--- src/rtl/led_mode_sequencer.sv ---
// Key debouncer: 2-FF sync, stable-count filter, one-cycle press pulse on a debounced 1->0 transition.
// Latency: press pulse DEBOUNCE_CYC+3 edges after the pad is first sampled low; no backpressure.
module led_key_debounce #(
    parameter int DEBOUNCE_CYC = 1000000
) (
    input  logic clk,
    input  logic rst_n,
    input  logic key,
    output logic press
);
    localparam int CW = (DEBOUNCE_CYC > 1) ? $clog2(DEBOUNCE_CYC) : 1;
    localparam logic [CW-1:0] CNT_LAST = CW'(DEBOUNCE_CYC - 1);

    logic          sync1;
    logic          sync2;
    logic          deb;
    logic          deb_d;
    logic          armed;
    logic [1:0]    settle;
    logic [CW-1:0] cnt;

    // A key held through reset must be seen released before it may generate a press.
    always_ff @(posedge clk) begin
        if (!rst_n) begin
            sync1  <= 1'b1;
            sync2  <= 1'b1;
            deb    <= 1'b1;
            deb_d  <= 1'b1;
            armed  <= 1'b0;
            settle <= 2'd0;
            cnt    <= '0;
            press  <= 1'b0;
        end else begin
            sync1 <= key;
            sync2 <= sync1;
            deb_d <= deb;
            if (settle != 2'd2) begin
                settle <= settle + 2'd1;
            end
            if (settle == 2'd2 && sync2) begin
                armed <= 1'b1;
            end
            if (sync2 == deb) begin
                cnt <= '0;
            end else if (cnt == CNT_LAST) begin
                deb <= sync2;
                cnt <= '0;
            end else begin
                cnt <= cnt + 1'b1;
            end
            press <= armed & deb_d & ~deb;
        end
    end
endmodule

// led_mode_sequencer: debounced key control of a four-mode LED bar pattern (RUN sweep, FLASH, ALL_ON, OFF).
// Latency: key press to mode change DEBOUNCE_CYC+4 edges, step/mode change to LED one edge; no backpressure.
module led_mode_sequencer #(
    parameter int LED_W        = 8,
    parameter int TICK_DIV     = 10000000,
    parameter int FLASH_DIV    = 5000000,
    parameter int DEBOUNCE_CYC = 1000000
) (
    input  logic             sys_clk,
    input  logic             rst_n,
    input  logic             key0,
    input  logic             key1,
    output logic [LED_W-1:0] led_o,
    output logic [1:0]       mode_o,
    output logic             paused_o,
    output logic             tick_o
);
    typedef enum logic [1:0] {
        MODE_RUN    = 2'd0,
        MODE_FLASH  = 2'd1,
        MODE_ALL_ON = 2'd2,
        MODE_OFF    = 2'd3
    } mode_t;

    localparam int DIV_MAX = (TICK_DIV > FLASH_DIV) ? TICK_DIV : FLASH_DIV;
    localparam int PW      = $clog2(DIV_MAX);
    localparam logic [PW-1:0]    TICK_LAST  = PW'(TICK_DIV - 1);
    localparam logic [PW-1:0]    FLASH_LAST = PW'(FLASH_DIV - 1);
    localparam logic [LED_W-1:0] ONES       = {LED_W{1'b1}};

    logic             press0;
    logic             press1;
    mode_t            mode;
    logic             paused;
    logic [PW-1:0]    presc;
    logic [LED_W-1:0] run_pat;
    logic             dir_down;
    logic             phase;

    logic             mode_chg;
    logic             counting;
    logic [PW-1:0]    div_last;
    logic             step;
    logic [LED_W-1:0] pattern;

    led_key_debounce #(.DEBOUNCE_CYC(DEBOUNCE_CYC)) u_key0 (
        .clk   (sys_clk),
        .rst_n (rst_n),
        .key   (key0),
        .press (press0)
    );

    led_key_debounce #(.DEBOUNCE_CYC(DEBOUNCE_CYC)) u_key1 (
        .clk   (sys_clk),
        .rst_n (rst_n),
        .key   (key1),
        .press (press1)
    );

    // Every key1 press changes mode: alone it advances, with key0 it forces RUN.
    always_comb begin
        mode_chg = press1;
        counting = (mode == MODE_RUN || mode == MODE_FLASH) && !paused && !mode_chg;
        div_last = (mode == MODE_FLASH) ? FLASH_LAST : TICK_LAST;
        step     = counting && (presc == div_last);
        pattern  = '0;
        case (mode)
            MODE_RUN:    pattern = run_pat;
            MODE_FLASH:  pattern = phase ? ONES : '0;
            MODE_ALL_ON: pattern = ONES;
            default:     pattern = '0;
        endcase
    end

    always_ff @(posedge sys_clk) begin
        if (!rst_n) begin
            led_o    <= ONES;
            tick_o   <= 1'b0;
            mode     <= MODE_RUN;
            paused   <= 1'b0;
            presc    <= '0;
            run_pat  <= '0;
            dir_down <= 1'b0;
            phase    <= 1'b0;
        end else begin
            led_o  <= ~pattern;
            tick_o <= step;

            if (press0 && press1) begin
                mode   <= MODE_RUN;
                paused <= 1'b0;
            end else if (press1) begin
                mode <= mode_t'(mode + 2'd1);
            end else if (press0) begin
                paused <= ~paused;
            end

            if (mode_chg) begin
                presc    <= '0;
                run_pat  <= '0;
                dir_down <= 1'b0;
                phase    <= 1'b0;
            end else if (counting) begin
                if (step) begin
                    presc <= '0;
                    if (mode == MODE_FLASH) begin
                        phase <= ~phase;
                    end else if (!dir_down) begin
                        // Reaching the end only flips direction, giving a one-step dwell.
                        if (run_pat == ONES) begin
                            dir_down <= 1'b1;
                        end else begin
                            run_pat <= {run_pat[LED_W-2:0], 1'b1};
                        end
                    end else begin
                        if (run_pat == '0) begin
                            dir_down <= 1'b0;
                        end else begin
                            run_pat <= {1'b0, run_pat[LED_W-1:1]};
                        end
                    end
                end else begin
                    presc <= presc + 1'b1;
                end
            end
        end
    end

    assign mode_o   = mode;
    assign paused_o = paused;
endmodule

--- config.mk ---
export PLATFORM = sky130hd
export DESIGN_NAME = led_mode_sequencer
export DESIGN_NICKNAME = d
export VERILOG_FILES = /design/src/rtl/led_mode_sequencer.sv
export SDC_FILE = /design/constraint.sdc
export NUM_CORES = 1
export LEC_CHECK = 0
export CELL_PAD_IN_SITES_DETAIL_PLACEMENT = 1
export CELL_PAD_IN_SITES_GLOBAL_PLACEMENT = 1
export CORE_MARGIN = 2
export CORE_UTILIZATION = 28
export CTS_CLUSTER_SIZE = 30
export DETAILED_ROUTE_END_ITERATION = 10
export PLACE_DENSITY_LB_ADDON = 0.25
export SYNTH_ARGS = -nofsm -noshare
export SYNTH_HDL_FRONTEND = slang
export SYNTH_SLANG_ARGS = --single-unit
export TNS_END_PERCENT = 20
--- constraint.sdc ---
create_clock -name sys_clk -period 2.36 [get_ports sys_clk]
set_input_delay 0.354 -clock sys_clk [delete_from_list [all_inputs] [get_ports sys_clk]]
set_output_delay 0.354 -clock sys_clk [all_outputs]
set_load 0.005 [all_outputs]
# Word-level counts from Yosys, hierarchy flattened
# Cells that the tools add are included.
# word_totals
reg_bits,102
in_bits,4
output_inout_bits,12
elab_cells,89
# op_classes
addsub,6
n_eq_ne,14
muxes,10
n_bitwise,14
reduce_logical,21
# op_table
cell,n
$mux 24,2
$add 20x1->20 const B,2
$eq 20x20->1 const B,2
$mux 8,4
$add 24x1->24 const B,1
$eq 24x24->1,1
$pmux 8 s3,1
$not 1->1,9
$eq 8x8->1 const B,1
$logic_not 8->1,1
$ne 2x2->1 const B,4
$not 8->8,1
$add 2x1->2 const B,3
$eq 2x2->1 const B,3
$logic_and 1x1->1,6
$reduce_and 2->1,3
$reduce_and 3->1,2
$reduce_or 3->1,2
$reduce_and 5->1,1
$and 1x1->1,4
$reduce_or 2->1,2
$mux 1,3
$eq 1x1->1,2
$eq 2x1->1 const B,1
other kinds (3),4

# Longest topological paths before layout
# depth
ltp_word,6
depth_mapped,9
mapped_depth_nobuf,7

# Modules after synthesis
# Synthesis repeated with hierarchy kept, for this count alone.
# hier_totals
hier_cells,528
hier_area_um2,4734.5
# by_module_without_submodules
mod,n_inst,cells_per_inst,area_each_um2,seq_area_each_um2
led_mode_sequencer,1,268,2379.8,920.9
led_key_debounce,2,130,1177.4,560.5

# Worst setup path before layout
# OpenSTA, ideal clock, no wires.
# synth_timing
path_type,reg-to-reg
startpoint,register mode[0] (netlist: mode_o[0])
endpoint,register run_pat[2]
setup_ps,132
t_arrival_ps,1847
required_time_ps,2228
path_slack_ps,381
path_stages_with_launch,8
n_path_buf,1
synth_period_minus_slack_ps,1979
cell_sequence,dfxtp_1 ha_1 buf_2 nor2_1 nor4_4 nand4_2 a2111oi_0 nor3_1
# synth_via
elab_chain_len,6
word_cells_on_any_way,10
cone_classes,2 x eq/ne; 1 x mux; 1 x bitwise; 6 x reduce/logical
# synth_lines
item,line,rtl
from (decl),88,mode_t mode;
from (signal assigned),148,mode <= mode_t'(mode + 2'd1);
"parallel branches: the longest is 5 deep, another holds $mux 24",-,
$reduce_and 5->1 (no source line) (*),-,
to (signal assigned),168,"run_pat <= {run_pat[LED_W-2:0], 1'b1};"
to (signal assigned),174,"run_pat <= {1'b0, run_pat[LED_W-1:1]};"
to (decl),91,logic [LED_W-1:0] run_pat;
# Mark *: on every way between the ends.
# A chain may end at the register's enable or synchronous reset.

# Worst setup path after layout
# layout_timing
startpoint,register mode[1] (netlist: mode_o[1])
endpoint,register run_pat[3]
# Same word-level chain as after synthesis.

==> flow_summary.toml <==
[sta]
finalSetupTns_ps = 0
min_period_over_period_pct = 90.73
fmax_mhz = 467.0
setup_viol = 0
finalHoldViolations = 0
drv_slew = 0
fin_skew_ps = 10.09
slew_headroom_pct = 56.07
fin_ws_ps = 218.8
min_period_ps = 2141
worstMarginPinSlew_ps = 657.8

[cts]
clk_path_buf_depth = 2
post_cts_buffers = 0
path_clk_slew_ps = 70
cts_tree = "built"
cts_buffers = 9
clock-sinks = 102
clock_latency_ps = 360
post_cts_resized = 0
holdBufCountCts = 0
cts_max_level = 3
cts-root-buf = "clkbuf_16"

[die]
die_y_um = 130.8
rows = 46
die_area_um2 = 17110
dieWidth_um = 130.8
start_util_pct = 28.44
coreArea_um2 = 15830
ioPinCount = 16

[synthesis]
synth.area.top_cells = "dfxtp_1, xor2_1, nor2_1"
netlist.area_leader.share_pct = 45.36
syn_area_um2 = 4502
ys_seq_area_share_pct = 45.36
synth_seq_cells = 102
async_reset_ff_share_pct = 0
syn_inst = 505
synth_ff_type = "dfxtp_1"
synth_edf_count = 0
synth.most_common_cell = "dfxtp_1"
synth.largest_area_cell = "dfxtp_1"
ys_warn_count = 0
synth_cell_type_count = 46
synth.net_count = 518
avgSynthCellArea_um2 = 8.914
synthTopCellsByCount = "dfxtp_1, nor2_1, xor2_1"

[min_path]
hold_class = "flop to flop"
whs_path_depth = 1

[layout]
n_antenna_cell = 0
multi_input_area_um2 = 2371
nets = 541
finalNonFillerCells = 749
syn2layout_area_growth_pct = 16.54
regArea_um2 = 2042
fillers = 1855
drive_gt1_share_pct = 8.068
fin_util_pct = 33.15

[run_status]
status = "complete, no violations"

[route]
vias = 3548
drt_wl_total_um = 9935
dr.first_iter.drc_count = 180
drcViolationCount = 0
wl_per_cell_um = 13.26
dr.pass1.iters = 4
viasPerCell = 4.737
ant_nets = 0

[place]
place_inst = 733
hpwl_um = 7149
gp_congestion = 0.7268
port_buffers = 15
post-place-ws_ps = 133.9

[critical_path]
setup.worst_path.start_class = "flop"
critPathKind = "flop to flop"
path_max_fanout = 8
end_kind = "flop"
crit_required_ps = 2590
arrival_ps = 2370
ff2ff_path_depth = 7

[global_route]
antenna_found_initial = 0
grt_pass1_vias = 3502
grt_pass1_wl_um = 17130
grt_max_degree = 21
track_usage_pct = 12.69
grt_overflow = 0

[power]
ir_drop_mv = 0.3476
power.leakage_nw = 1.790
p_total_mw = 3.399
p_per_area_nw_per_um2 = 647.9

[run]
drv_cap = 0
-- cells by family (layout without fill, tap and decap cells) --
| logic type | count (synthesis) | in the layout | share of synthesized area, % |
|---|---|---|---|
| AND/OR/NAND/NOR | 256 | 256 | 29.68 |
| AO/OA/AOI/OAI | 44 | 44 | 6.559 |
| XOR/XNOR | 60 | 60 | 11.67 |
| buffers and inverters | 28 | 56 | 2.835 |
| flip-flops | 102 | 102 | 45.36 |
| multiplexers | 6 | 6 | 1.390 |
| adder cells (fa/ha/maj) | 9 | 9 | 2.501 |
-- power by group --
group | total [mW] | leakage [nW] | internal [mW] | switching (mW)
logic | 0.203 | 0.839 | 0.0876 | 0.115
clock network | 1.37 | 0.126 | 0.716 | 0.657
registers | 1.82 | 0.825 | 1.78 | 0.0436
-- routing by layer --
metal | vias up | track usage (%) | routed length, µm
met4 | 0 | 5.069 | 150
met3 | 11 | 3.787 | 245
met1 | 1722 | 16.15 | 4832
met2 | 18 | 20.19 | 4705
li1 | 1797 | - | -
met5 | - | 0 | 0
-- per-stage QoR --
step | hold slack (ps) | instance area (µm²)
after floorplan | 386.3 | 4502
after global routing | 436.8 | 5246
after detailed placement | 398.3 | 4941
after global placement | 393.6 | 4941
after CTS | 417.5 | 5207
final | 408.2 | 5246
-- worst paths after layout --
check	slack, ps	from	to
setup / recovery	220	mode_o[1]	run_pat[3]
hold / removal	410	u_key0.sync1	u_key0.sync2
setup reg to reg	220	mode_o[1]	run_pat[3]
hold reg to reg	410	u_key0.sync1	u_key0.sync2
-- placed cells by master (no fill, tap or decap), types with 6 or more instances in the layout --
| cell | n |
|---|---|
| clkdlybuf4s50_1 | 15 |
| xor2_1 | 47 |
| a21oi_1 | 17 |
| clkbuf_16 | 9 |
| a21o_1 | 8 |
| nand4_1 | 24 |
| nor4b_1 | 6 |
| nand2b_1 | 8 |
| and3_1 | 9 |
| ha_1 | 9 |
| nand3_1 | 27 |
| buf_4 | 14 |
| nand2_1 | 40 |
| xnor2_1 | 13 |
| nor3_1 | 14 |
| dfxtp_1 | 102 |
| nor2b_1 | 6 |
| and4_1 | 8 |
| inv_1 | 11 |
| nor2_1 | 86 |
-- critical path: stages, from the launching register on --
cell,delay (ps)
dfxtp_1,380
inv_1,90
ha_1,210
buf_4,170
nor3_2,320
o311ai_2,300
a2111oi_0,460
nor3_1,80
-- sequential cells by signal, indices dropped and copies added (netlist names), 2 cells and up --
name and cells:
u_key1.cnt 20, presc 24, u_key0.settle 2, led_o 8, u_key0.cnt 20, run_pat 8, u_key1.settle 2, mode_o 2
-- layout make-up --
cell class              instances  area share (%)
clock buffers                  11           4.436
clock inverters                 5          0.6439
inverters                      11          0.7870
multi-input cells             375           45.19
flip-flops and latches        102           38.92
well taps                     216           5.151
repair buffers                 29           4.865
(Power assumes the default switching activity.)
